<file path="config.mk">
export PLATFORM = sky130hd
export DESIGN_NAME = dma_copy_engine
export DESIGN_NICKNAME = d
export VERILOG_FILES = /design/src/rtl/dma_copy_engine.sv
export SDC_FILE = /design/constraint.sdc
export NUM_CORES = 1
export LEC_CHECK = 0
export BUFFER_PORTS_ARGS = -buffer_cell sky130_fd_sc_hd__buf_4
export CAP_MARGIN = 0
export CORE_AREA = 2 2 197 199
export CTS_BUF_LIST = sky130_fd_sc_hd__clkbuf_16
export CTS_CLUSTER_SIZE = 8
export DETAILED_ROUTE_END_ITERATION = 8
export DIE_AREA = 0 0 199 201
export PLACE_DENSITY = 0.56
export SYNTH_ARGS = -nofsm -noshare
export SYNTH_HDL_FRONTEND = slang
export SYNTH_SLANG_ARGS = --single-unit
</file>
<file path="constraint.sdc">
create_clock -name clk_i -period 3.6 [get_ports clk_i]
set_input_delay 0.72 -clock clk_i [delete_from_list [all_inputs] [get_ports clk_i]]
set_output_delay 0.72 -clock clk_i [all_outputs]
set_load 0.01 [all_outputs]
</file>
<file path="src/rtl/dma_copy_engine.sv">
// ============================================================================
// Module      : dma_copy_engine
// Description : Word-granular memory-to-memory copy engine programmed through
//               CPU DMA-store writes. Moves LEN words from SRC to DST over a
//               single-outstanding req/ack master port, stalls the CPU while
//               busy and pulses done on completion.
// Revision    : 1.0 - initial release
// ============================================================================
`default_nettype none

module dma_copy_engine #(
  parameter int ADDR_W = 32,
  parameter int DATA_W = 32,
  parameter int LEN_W  = 16
) (
  input  logic              clk_i,
  input  logic              rst_ni,
  // CPU DMA-store side (write-only register port)
  input  logic              valid_cpu2dma_i,
  input  logic [ADDR_W-1:0] addr_i,
  input  logic [DATA_W-1:0] wdata_i,
  output logic              ready_dma2cpu_o,
  output logic              busy_o,
  output logic              done_o,
  // Memory master side
  output logic              mem_req_o,
  output logic              mem_we_o,
  output logic [ADDR_W-1:0] mem_addr_o,
  output logic [DATA_W-1:0] mem_wdata_o,
  input  logic              mem_ack_i,
  input  logic [DATA_W-1:0] mem_rdata_i
);

  typedef enum logic [1:0] {
    IDLE = 2'd0,
    RD   = 2'd1,
    WR   = 2'd2,
    DONE = 2'd3
  } state_t;

  localparam logic [ADDR_W-1:0] WORD_BYTES = ADDR_W'(4);
  localparam logic [ADDR_W-1:0] ALIGN_MASK = {{(ADDR_W-2){1'b1}}, 2'b00};
  localparam logic [LEN_W-1:0]  LEN_ONE    = LEN_W'(1);

  state_t            state;
  logic [ADDR_W-1:0] src_reg;
  logic [ADDR_W-1:0] dst_reg;
  logic [LEN_W-1:0]  len_reg;
  logic [ADDR_W-1:0] cur_src;
  logic [ADDR_W-1:0] cur_dst;
  logic [LEN_W-1:0]  remain;

  logic              wr_accept;
  logic [ADDR_W-1:0] wdata_aligned;
  logic [ADDR_W-1:0] next_src;
  logic [ADDR_W-1:0] next_dst;
  logic              unused_addr_bits;

  assign wr_accept        = valid_cpu2dma_i & ready_dma2cpu_o;
  assign wdata_aligned    = ADDR_W'(wdata_i) & ALIGN_MASK;
  assign next_src         = cur_src + WORD_BYTES;
  assign next_dst         = cur_dst + WORD_BYTES;
  // Only addr_i[3:2] selects a register; the rest is intentionally ignored.
  assign unused_addr_bits = ^{addr_i[ADDR_W-1:4], addr_i[1:0]};

  // Copy FSM: config registers, copy pointers and all outputs are registered
  // here. mem_wdata_o doubles as the read-data buffer between RD and WR.
  always_ff @(posedge clk_i or negedge rst_ni) begin
    if (!rst_ni) begin
      state           <= IDLE;
      src_reg         <= '0;
      dst_reg         <= '0;
      len_reg         <= '0;
      cur_src         <= '0;
      cur_dst         <= '0;
      remain          <= '0;
      ready_dma2cpu_o <= 1'b1;
      busy_o          <= 1'b0;
      done_o          <= 1'b0;
      mem_req_o       <= 1'b0;
      mem_we_o        <= 1'b0;
      mem_addr_o      <= '0;
      mem_wdata_o     <= '0;
    end else begin
      case (state)
        IDLE: begin
          if (wr_accept) begin
            case (addr_i[3:2])
              2'd0: src_reg <= wdata_aligned;
              2'd1: dst_reg <= wdata_aligned;
              2'd2: len_reg <= wdata_i[LEN_W-1:0];
              default: begin
                if (wdata_i[0]) begin
                  ready_dma2cpu_o <= 1'b0;
                  busy_o          <= 1'b1;
                  if (len_reg != '0) begin
                    // Snapshot config so the copy never disturbs SRC/DST/LEN.
                    state      <= RD;
                    cur_src    <= src_reg;
                    cur_dst    <= dst_reg;
                    remain     <= len_reg;
                    mem_req_o  <= 1'b1;
                    mem_we_o   <= 1'b0;
                    mem_addr_o <= src_reg;
                  end else begin
                    state  <= DONE;
                    done_o <= 1'b1;
                  end
                end
              end
            endcase
          end
        end

        RD: begin
          if (mem_ack_i) begin
            state       <= WR;
            mem_we_o    <= 1'b1;
            mem_addr_o  <= cur_dst;
            mem_wdata_o <= mem_rdata_i;
          end
        end

        WR: begin
          if (mem_ack_i) begin
            cur_src  <= next_src;
            cur_dst  <= next_dst;
            remain   <= remain - LEN_ONE;
            mem_we_o <= 1'b0;
            if (remain == LEN_ONE) begin
              state      <= DONE;
              mem_req_o  <= 1'b0;
              mem_addr_o <= '0;
              done_o     <= 1'b1;
            end else begin
              state      <= RD;
              mem_addr_o <= next_src;
            end
          end
        end

        default: begin
          state           <= IDLE;
          done_o          <= 1'b0;
          busy_o          <= 1'b0;
          ready_dma2cpu_o <= 1'b1;
        end
      endcase
    end
  end

endmodule

`default_nettype wire

</file>
==> flow_summary.yaml, run 1 <==
outcome:
  status: "completed"
finish:
  num-fill-cells: 3814
  largest_reg_flops: 32
  final_cell_mix: "dfrtp_1 (221), buf_4 (168), mux2_2 (108), nand2_1 (98), nor2_1 (81)"
  layout.nets: 1356
  seqCellArea_mm2: 0.00556
  area_growth_pct: 22.4
  design_area_mm2: 0.0138
  top_regs: "mem_wdata_o x32, mem_addr_o x31"
  final_common_cell: "dfrtp_1"
  multiInputGateArea_mm2: 0.00533
  layout-drive-gt1-share_pct: 26.9
  top_register: "mem_wdata_o"
drt:
  first_pass_iters: 5
  route.detailed.drc: 0
  wl_per_cell_um: 20.0
  vias: 9346
  wl_um: 35600
  ant_nets: 0
  avgViaCountPerCell: 5.25
  drtIter0Drc: 794
worst_setup_path:
  path_buf_inv: 1
  critPathSlowestCell: "a211oi_4"
  max_stage_delay_ns: 1.11
  r2r-end: "cur_src[30]$_DFFE_PN0P_"
  worst-r2r-setup-slack_ns: 0.55
  crit_path_start_kind: "register"
  crit_path_start: "ready_dma2cpu_o$_DFFE_PN1P_"
  crit_arrival_ns: 3.47
  critPathMaxFanout: 22
  endpoint: "cur_src[30]$_DFFE_PN0P_"
  required_ns: 4.02
  reg2reg_depth: 7
  critPathKind: "reg -> reg"
  cp-end-kind: "register"
  path_delay_family: "compound AO/OA/AOI/OAI gates"
  cp_cell_sequence: "and3_1 -> a31oi_1 -> a211oi_4 -> buf_4 -> nand2_1 -> a21oi_1 -> a211oi_1"
  path_depth: 7
  r2r_start: "ready_dma2cpu_o$_DFFE_PN1P_"
sta:
  slew_viol_final: 0
  slew_headroom_pct: 17.3
  tightestPinTransition_ns: 1.24
  rsz0062_at_grt: "no"
  fmax_mhz: 328
  period_share_pct: 84.7
  tns_ns: 0
  whs_ns: 0.206
  fin_crit_ns: 3.05
  fin_worst_skew_ns: 0.0193
  finalSetupViolCount: 0
  hold_viol: 0
global_route:
  overflow: 0
  track_usage_pct: 17.9
  grt_max_degree: 98
  antenna_found_initial: 1
  grt_pass1_wl_um: 55400
  first_global_vias: 9247
min_path:
  hold_path.class: "in -> async"
clock_network:
  insertion_delay_ns: 0.56
  cts_max_path_buffers: 3
  clk_pin_slew_ns: 0.06
  cts_tree: "done"
  post_cts_buffers: 0
  clkSinkCount: 222
  numCtsBuffers: 31
  root_buffer: "clkbuf_16"
  ctsResizeCount: 0
  ctsHoldBuffers: 0
  htreeDepth: 1
floorplan:
  num_rows: 72
  coreArea_mm2: 0.0381
  die_h_um: 201
  start_util_pct: 29.5
  top_level_ports: 169
  die_w_um: 199
  dieArea_mm2: 0.0400
synth:
  syn_area_per_cell_um2: 10.0
  yosys.area.top_type: "dfrtp_1"
  ys_seq_elements: 222
  synthDistinctLibCells: 72
  syn_inst: 1121
  synth_area_mm2: 0.0112
  synth_edf_count: 0
  ys.warnings.count: 0
  ys.flop_type: "dfrtp_1"
  syn_nets: 1229
  synth_top_area_share_pct: 49.2
  synthArstFlopShare_pct: 100
  seq_area_frac_synth_pct: 49.4
  synth.area.top_cells: "dfrtp_1 (49%), mux2_2 (11%), a21oi_1 (3.5%)"
placed_design:
  place.gp.congestion: 0.877
  port_buffers: 138
  placed_area_mm2: 0.0129
  dp_hpwl_um: 25300
power_and_ir_drop:
  peakVddDrop_v: 0.000398
  p_leak_nw: 5.73
  powerDensity_mw_per_mm2: 999
job:
  max_cap_violations: 0
## cells in the mapped netlist (13+ instances only)
library cell	number
dfrtp_1	221
mux2_2	108
nand2_1	98
nor2_1	81
a21oi_1	79
o21ai_0	60
clkbuf_1	50
nand3_1	49
o21ai_1	39
nor3_1	33
o22ai_1	28
xnor2_1	20
nand4_1	18
and3_1	16
buf_2	16
inv_1	16
o211ai_1	13
## report_power, final
part | internal (mW) | switching (mW)
registers | 3.73 | 1.22
logic | 2.63 | 3.60
clock network | 1.51 | 1.06
total | 7.87 | 5.89
## worst min-delay path by stage
stage                                from                    endpoint  cells past startpoint
3_3_place_gp   mem_addr_o[10]$_DFFE_PN0P_  mem_addr_o[10]$_DFFE_PN0P_                      2
5_1_grt                            rst_ni       remain[3]$_DFFE_PN0P_                      1
3_5_place_dp   mem_addr_o[13]$_DFFE_PN0P_  mem_addr_o[13]$_DFFE_PN0P_                      2
4_1_cts                            rst_ni       remain[3]$_DFFE_PN0P_                      1
6_report                           rst_ni       remain[5]$_DFFE_PN0P_                      1
2_1_floorplan                      rst_ni          busy_o$_DFFE_PN0P_                      0
## cells by family (layout without fill, tap and decap cells)
family	Yosys count	in the layout	share of synthesized area, %
AOI/OAI and AO/OA	300	300	16.3
DFF	222	222	49.4
adders and majority gates	8	8	0.890
other	0	1	0
xor gates and xnor gates	28	28	2.18
and+or+nand+nor	360	360	16.8
muxes	108	108	10.8
buffers and inverters	95	234	3.58
## metal layers
metal / part of all wire (%) / GRT usage [%] / up-vias
li1: - / - / 4347
met1: 45 / 24.8 / 4622
met2: 45 / 28.1 / 328
met3: 7.9 / 4.08 / 49
met4: 2.1 / 4.82 / 0
met5: 0 / 0 / -
## worst register-to-register path: cells and delay by family, from the launching register on
| family | cells | cell delay (ns) |
|---|---|---|
| compound gates | 4 | 1.64 |
| flops | 1 | 0.58 |
| simple gates | 2 | 0.32 |
| buf+inv | 1 | 0.37 |
## final cells by class
class | instances | share of cell area (%)
Multi-Input combinational cell | 804 | 38.7
Inverter | 17 | 0.463
Tap cell | 518 | 4.71
Timing Repair Buffer | 172 | 9.70
Sequential cell | 222 | 40.4
Clock buffer | 31 | 5.63
Clock inverter | 14 | 0.382
Antenna cell | 1 | 0.0182
## metrics by stage
step | util [%] | total power, mW | cells | setup slack (ns)
floorplan | - | 8.78 | 1121 | 1.43
finish | 36.1 | 13.8 | 1779 | 0.552
detailed placement | 34.0 | 11.2 | 1733 | 0.333
global route | 36.1 | 14.8 | 1778 | 0.358
CTS | 36.1 | 13.8 | 1778 | 0.573
global placement | 34.0 | 11.1 | 1733 | 0.334
Note: power is estimated with default switching activity, not from simulation.
==> run 2: changes to the inputs <==
--- a/config.mk
+++ b/config.mk
@@ -12,7 +12,7 @@
 export CTS_CLUSTER_SIZE = 8
 export DETAILED_ROUTE_END_ITERATION = 8
 export DIE_AREA = 0 0 199 201
-export PLACE_DENSITY = 0.56
+export PLACE_DENSITY = 0.58
 export SYNTH_ARGS = -nofsm -noshare
 export SYNTH_HDL_FRONTEND = slang
 export SYNTH_SLANG_ARGS = --single-unit
==> constraint.sdc (replaced) <==
create_clock -name clk_i -period 2.75 [get_ports clk_i]
set_input_delay 0.55 -clock clk_i [delete_from_list [all_inputs] [get_ports clk_i]]
set_output_delay 0.55 -clock clk_i [all_outputs]
set_load 0.01 [all_outputs]
==> run 2 against run 1 <==
  * Core utilization up 0.49 points
  * Total power grew 32%
  * Die area did not move
  * First-iteration DRC count fell by 19%
  * Sequential share of layout area decreased by 0.54 points
  * Worst setup slack lost 0.35 ns
  * Final area increased by 1.4%
  * Critical path type unchanged
  * Largest cell class unchanged
  * Largest power group unchanged
  * Highest routed layer unchanged
==> flow_summary.yaml, run 2 (synthesized netlist as in run 1, its figures left out) <==
power_and_ir_drop:
  peakVddDrop_v: 0.000655
  p_sw_mw: 7.71
  p_leak_nw: 5.82
  seq_power_share_pct: 35.2
  p_int_mw: 10.5
  powerDensity_mw_per_mm2: 1300
  clkPwrFrac_pct: 18.3
  p_sw_share_pct: 42.3
  power_frac_comb_pct: 46.6
floorplan:
  coreArea_mm2: 0.0381
  die_w_um: 199
  die_h_um: 201
  num_rows: 72
  top_level_ports: 169
  start_util_pct: 29.5
  dieArea_mm2: 0.0400
placed_design:
  dp_cells: 1749
  port_buffers: 138
  place.gp.congestion: 0.883
  dp_hpwl_um: 25100
worst_setup_path:
  reg2reg_depth: 7
  critPathSlowestCell: "nor2_1"
  path_delay_family: "simple AND/OR/NAND/NOR gates"
  r2r_start: "remain[1]$_DFFE_PN0P_"
  critPathMaxFanout: 11
  path_buf_inv: 1
  max_stage_delay_ns: 0.85
  worst-r2r-setup-slack_ns: 0.20
  crit_arrival_ns: 2.99
  cp_cell_sequence: "inv_1 -> ha_1 -> nor4b_1 -> and4_1 -> nor2_1 -> a221oi_1 -> nor3_1"
  required_ns: 3.20
  cp-end-kind: "register"
  crit_path_start: "remain[1]$_DFFE_PN0P_"
  path_depth: 7
  critPathKind: "reg -> reg"
  crit_path_start_kind: "register"
  endpoint: "mem_addr_o[20]$_DFFE_PN0P_"
  r2r-end: "mem_addr_o[20]$_DFFE_PN0P_"
sta:
  tns_ns: 0
  hold_viol: 0
  tightestPinTransition_ns: 1.08
  rsz0062_at_grt: "no"
  slew_viol_final: 0
  finalSetupViolCount: 0
  fmax_mhz: 393
  period_share_pct: 92.6
  slew_headroom_pct: 27.9
  fin_worst_skew_ns: 0.0211
  fin_crit_ns: 2.55
clock_network:
  root_buffer: "clkbuf_16"
  cts_max_path_buffers: 3
  clk_pin_slew_ns: 0.05
  cts_tree: "done"
  insertion_delay_ns: 0.55
  numCtsBuffers: 31
  clkSinkCount: 222
  htreeDepth: 1
finish:
  utilization_pct: 36.6
  top_regs: "mem_wdata_o x32, mem_addr_o x31"
  diodes: 0
  num-fill-cells: 3807
  stdcell_count: 1794
  layout.nets: 1373
  largest_reg_flops: 32
  final_common_cell: "dfrtp_1"
  final_cell_mix: "dfrtp_1 (221), buf_4 (179), mux2_2 (108), nand2_1 (98), nor2_1 (81)"
  layout-drive-gt1-share_pct: 27.8
  top_register: "mem_wdata_o"
  area_growth_pct: 24.1
global_route:
  grt_max_degree: 66
  first_global_vias: 9481
  track_usage_pct: 17.4
  overflow: 0
  grt_pass1_wl_um: 54500
  antenna_found_initial: 0
drt:
  wl_per_cell_um: 19.4
  avgViaCountPerCell: 5.24
  route.detailed.drc: 0
  vias: 9394
  first_pass_iters: 7
  ant_nets: 0
  drtIter0Drc: 640
  wl_um: 34900
min_path:
  hold_path.class: "in -> reg"
job:
  max_cap_violations: 0
outcome:
  status: "completed"
## run 2: cell types whose count changed in the layout (fill, tap and decap cells not counted)
| cell | delta |
|---|---|
| buf_12 | +5 |
| inv_1 | -1 |
| buf_4 | +11 |
| diode_2 | -1 |
| dlygate4sd3_1 | +1 |
## run 2: worst min-delay path by stage
stage,startpoint,end,depth (start not counted)
2_1_floorplan,rst_ni,busy_o$_DFFE_PN0P_,0
3_3_place_gp,mem_addr_o[10]$_DFFE_PN0P_,mem_addr_o[10]$_DFFE_PN0P_,2
3_5_place_dp,mem_addr_o[13]$_DFFE_PN0P_,mem_addr_o[13]$_DFFE_PN0P_,2
4_1_cts,mem_rdata_i[30],mem_wdata_o[30]$_DFFE_PN0P_,2
5_1_grt,mem_rdata_i[19],mem_wdata_o[19]$_DFFE_PN0P_,2
6_report,wdata_i[1],len_reg[1]$_DFFE_PN0P_,2
## run 2: timing repair
item / 4_1_cts / 5_1_grt
endpoints found under the hold margin: 38 / 0
buffers inserted: 0 / 0
resized for setup: 0 / 0
hold buffers: 1 / 0
## run 2: final cells by class
cell class                      instances  area, µm²  share of cell area [%]
Clock buffer                           31        776                    5.56
Inverter                               17       63.8                   0.457
Clock inverter                         13       48.8                   0.350
Multi-Input combinational cell        804       5330                    38.2
Sequential cell                       222       5560                    39.8
Timing Repair Buffer                  189       1530                    11.0
Tap cell                              518        648                    4.64
## run 2: routing by layer
layer	part of all wire (%)	routed length, µm	vias to the layer above	GRT usage (%)
met2	44	15400	326	26.8
met1	45	15700	4620	24.0
met5	0	0	-	0
met3	8.1	2830	61	4.15
met4	2.8	975	0	5.57
li1	-	-	4387	-
## run 2: through the flow
stage | setup slack (ns) | instance area, µm² | hold WS [ns] | power, mW
final | 0.205 | 14000 | 0.241 | 18.2
after global routing | 0.0315 | 14000 | 0.220 | 19.5
after CTS | 0.209 | 14000 | 0.220 | 18.3
after detailed placement | 0.266 | 13100 | 0.478 | 14.9
after global placement | 0.280 | 13100 | 0.473 | 14.7
after floorplan | 0.618 | 11200 | 0.254 | 11.5
## run 2: power by group through the flow
stage          clock network, mW  logic [mW]  registers (mW)
2_1_floorplan                  0        5.41            6.08
3_3_place_gp                   0        8.33            6.36
3_5_place_dp                   0        8.47            6.42
4_1_cts                     3.41        8.51            6.38
5_1_grt                     3.55        9.31            6.62
6_report                    3.32        8.48            6.40
==> run 3: changes to the inputs <==
--- a/config.mk
+++ b/config.mk
@@ -8,7 +8,7 @@
 export BUFFER_PORTS_ARGS = -buffer_cell sky130_fd_sc_hd__buf_4
 export CAP_MARGIN = 0
 export CORE_AREA = 2 2 197 199
-export CTS_BUF_LIST = sky130_fd_sc_hd__clkbuf_16
+export CTS_BUF_LIST = sky130_fd_sc_hd__clkbuf_4 sky130_fd_sc_hd__clkbuf_8 sky130_fd_sc_hd__clkbuf_16
 export CTS_CLUSTER_SIZE = 8
 export DETAILED_ROUTE_END_ITERATION = 8
 export DIE_AREA = 0 0 199 201
==> run 3 against run 2 <==
  * First-iteration DRC count down 4.2%
  * Sequential power about the same
  * Sequential cell count unchanged
  * Critical path depth unchanged
  * Die area unchanged
  * Largest cell class unchanged
==> flow_summary.yaml, run 3 (synthesized netlist as in run 1, its figures left out) <==
clock_network:
  clk_pin_slew_ns: 0.05
  cts_tree: "done"
  root_buffer: "clkbuf_16"
  cts_max_path_buffers: 3
  numCtsBuffers: 31
  clkSinkCount: 222
  ctsResizeCount: 0
  htreeDepth: 1
  insertion_delay_ns: 0.55
finish:
  final_cell_mix: "dfrtp_1 (221), buf_4 (179), mux2_2 (108), nand2_1 (98), nor2_1 (81)"
  final_common_cell: "dfrtp_1"
  area_growth_pct: 24.5
  stdcell_count: 1794
  num-fill-cells: 3802
  largest_reg_flops: 32
  layout.nets: 1373
  layout-drive-gt1-share_pct: 28.8
  top_regs: "mem_wdata_o x32, mem_addr_o x31"
  diodes: 0
  top_register: "mem_wdata_o"
placed_design:
  port_buffers: 138
  place.gp.congestion: 0.883
  dp_cells: 1749
  dp_hpwl_um: 25100
floorplan:
  top_level_ports: 169
  dieArea_mm2: 0.0400
  start_util_pct: 29.5
  num_rows: 72
  die_w_um: 199
  coreArea_mm2: 0.0381
  die_h_um: 201
min_path:
  hold_path.class: "in -> reg"
global_route:
  first_global_vias: 9487
  grt_max_degree: 66
  antenna_found_initial: 0
  overflow: 0
  grt_pass1_wl_um: 54500
  track_usage_pct: 17.4
drt:
  route.detailed.drc: 0
  ant_nets: 0
  wl_um: 34800
  drtIter0Drc: 613
  avgViaCountPerCell: 5.25
  vias: 9413
  first_pass_iters: 7
  wl_per_cell_um: 19.4
worst_setup_path:
  critPathKind: "reg -> reg"
  required_ns: 3.20
  critPathMaxFanout: 11
  crit_arrival_ns: 3.03
  crit_path_start_kind: "register"
  cp-end-kind: "register"
sta:
  hold_viol: 0
  whs_ns: 0.242
  tightestPinTransition_ns: 1.14
  period_share_pct: 93.7
  slew_headroom_pct: 23.6
  fmax_mhz: 388
  slew_viol_final: 0
  tns_ns: 0
  rsz0062_at_grt: "no"
  finalSetupViolCount: 0
  fin_worst_skew_ns: 0.0167
  fin_crit_ns: 2.58
power_and_ir_drop:
  peakVddDrop_v: 0.000652
  p_leak_nw: 5.81
  powerDensity_mw_per_mm2: 1310
job:
  max_cap_violations: 0
outcome:
  status: "completed"
-- run 3: worst paths after layout --
| path | startpoint | end | slack (ns) | depth (start not counted) |
|---|---|---|---|---|
| min in group asynchronous | rst_ni | remain[4]$_DFFE_PN0P_ | 0.56 | 2 |
| worst min register to register | mem_addr_o[23]$_DFFE_PN0P_ | mem_addr_o[23]$_DFFE_PN0P_ | 0.48 | 2 |
| max in group asynchronous | rst_ni | ready_dma2cpu_o$_DFFE_PN1P_ | 1.47 | 3 |
| worst min-delay path | wdata_i[1] | len_reg[1]$_DFFE_PN0P_ | 0.24 | 2 |
| worst max register to register | remain[1]$_DFFE_PN0P_ | mem_addr_o[20]$_DFFE_PN0P_ | 0.17 | 7 |
| worst max-delay path | remain[1]$_DFFE_PN0P_ | mem_addr_o[20]$_DFFE_PN0P_ | 0.17 | 7 |
-- run 3: through the flow --
step / total power [mW] / utilization [%] / setup slack (ns) / cell area (µm²)
6_report: 18.4 / 36.8 / 0.173 / 14000
5_1_grt: 19.7 / 36.8 / 0.0318 / 14000
4_1_cts: 18.5 / 36.8 / 0.209 / 14000
3_5_place_dp: 14.9 / 34.4 / 0.266 / 13100
3_3_place_gp: 14.7 / 34.4 / 0.280 / 13100
2_1_floorplan: 11.5 / - / 0.618 / 11200
-- run 3: worst max-delay path: stages, from the launching register on --
cell	delay [ns]
dfrtp_1	0.38
inv_1	0.07
ha_1	0.17
nor4b_1	0.13
and4_1	0.31
nor2_1	0.89
a221oi_1	0.26
nor3_1	0.26
-- run 3: timing repair --
action                    4_1_cts  5_1_grt
buffers inserted                0        0
hold buffers                    1        0
hold endpoints to repair       38        0
-- run 3: layout make-up --
class                           instances  area (µm²)  area share (%)
Sequential cell                       222        5560            39.7
Multi-Input combinational cell        804        5330            38.1
Timing Repair Buffer                  189        1530            10.9
Clock buffer                           44         873            6.24
Tap cell                              518         648            4.63
Inverter                               17        63.8           0.456
-- run 3: per-layer routing --
metal / track usage [%] / up-vias / part of all wire [%]
li1: - / 4386 / -
met1: 24.1 / 4615 / 45
met5: 0 / - / 0
met3: 4.10 / 60 / 8.2
met2: 26.9 / 352 / 44
met4: 5.38 / 0 / 2.6
-- run 3: power by group --
group | switching (mW) | total, mW | internal [mW]
sequential | 1.51 | 6.40 | 4.89
clock | 1.34 | 3.49 | 2.15
combinational | 4.83 | 8.47 | 3.64
total | 7.69 | 18.4 | 10.7
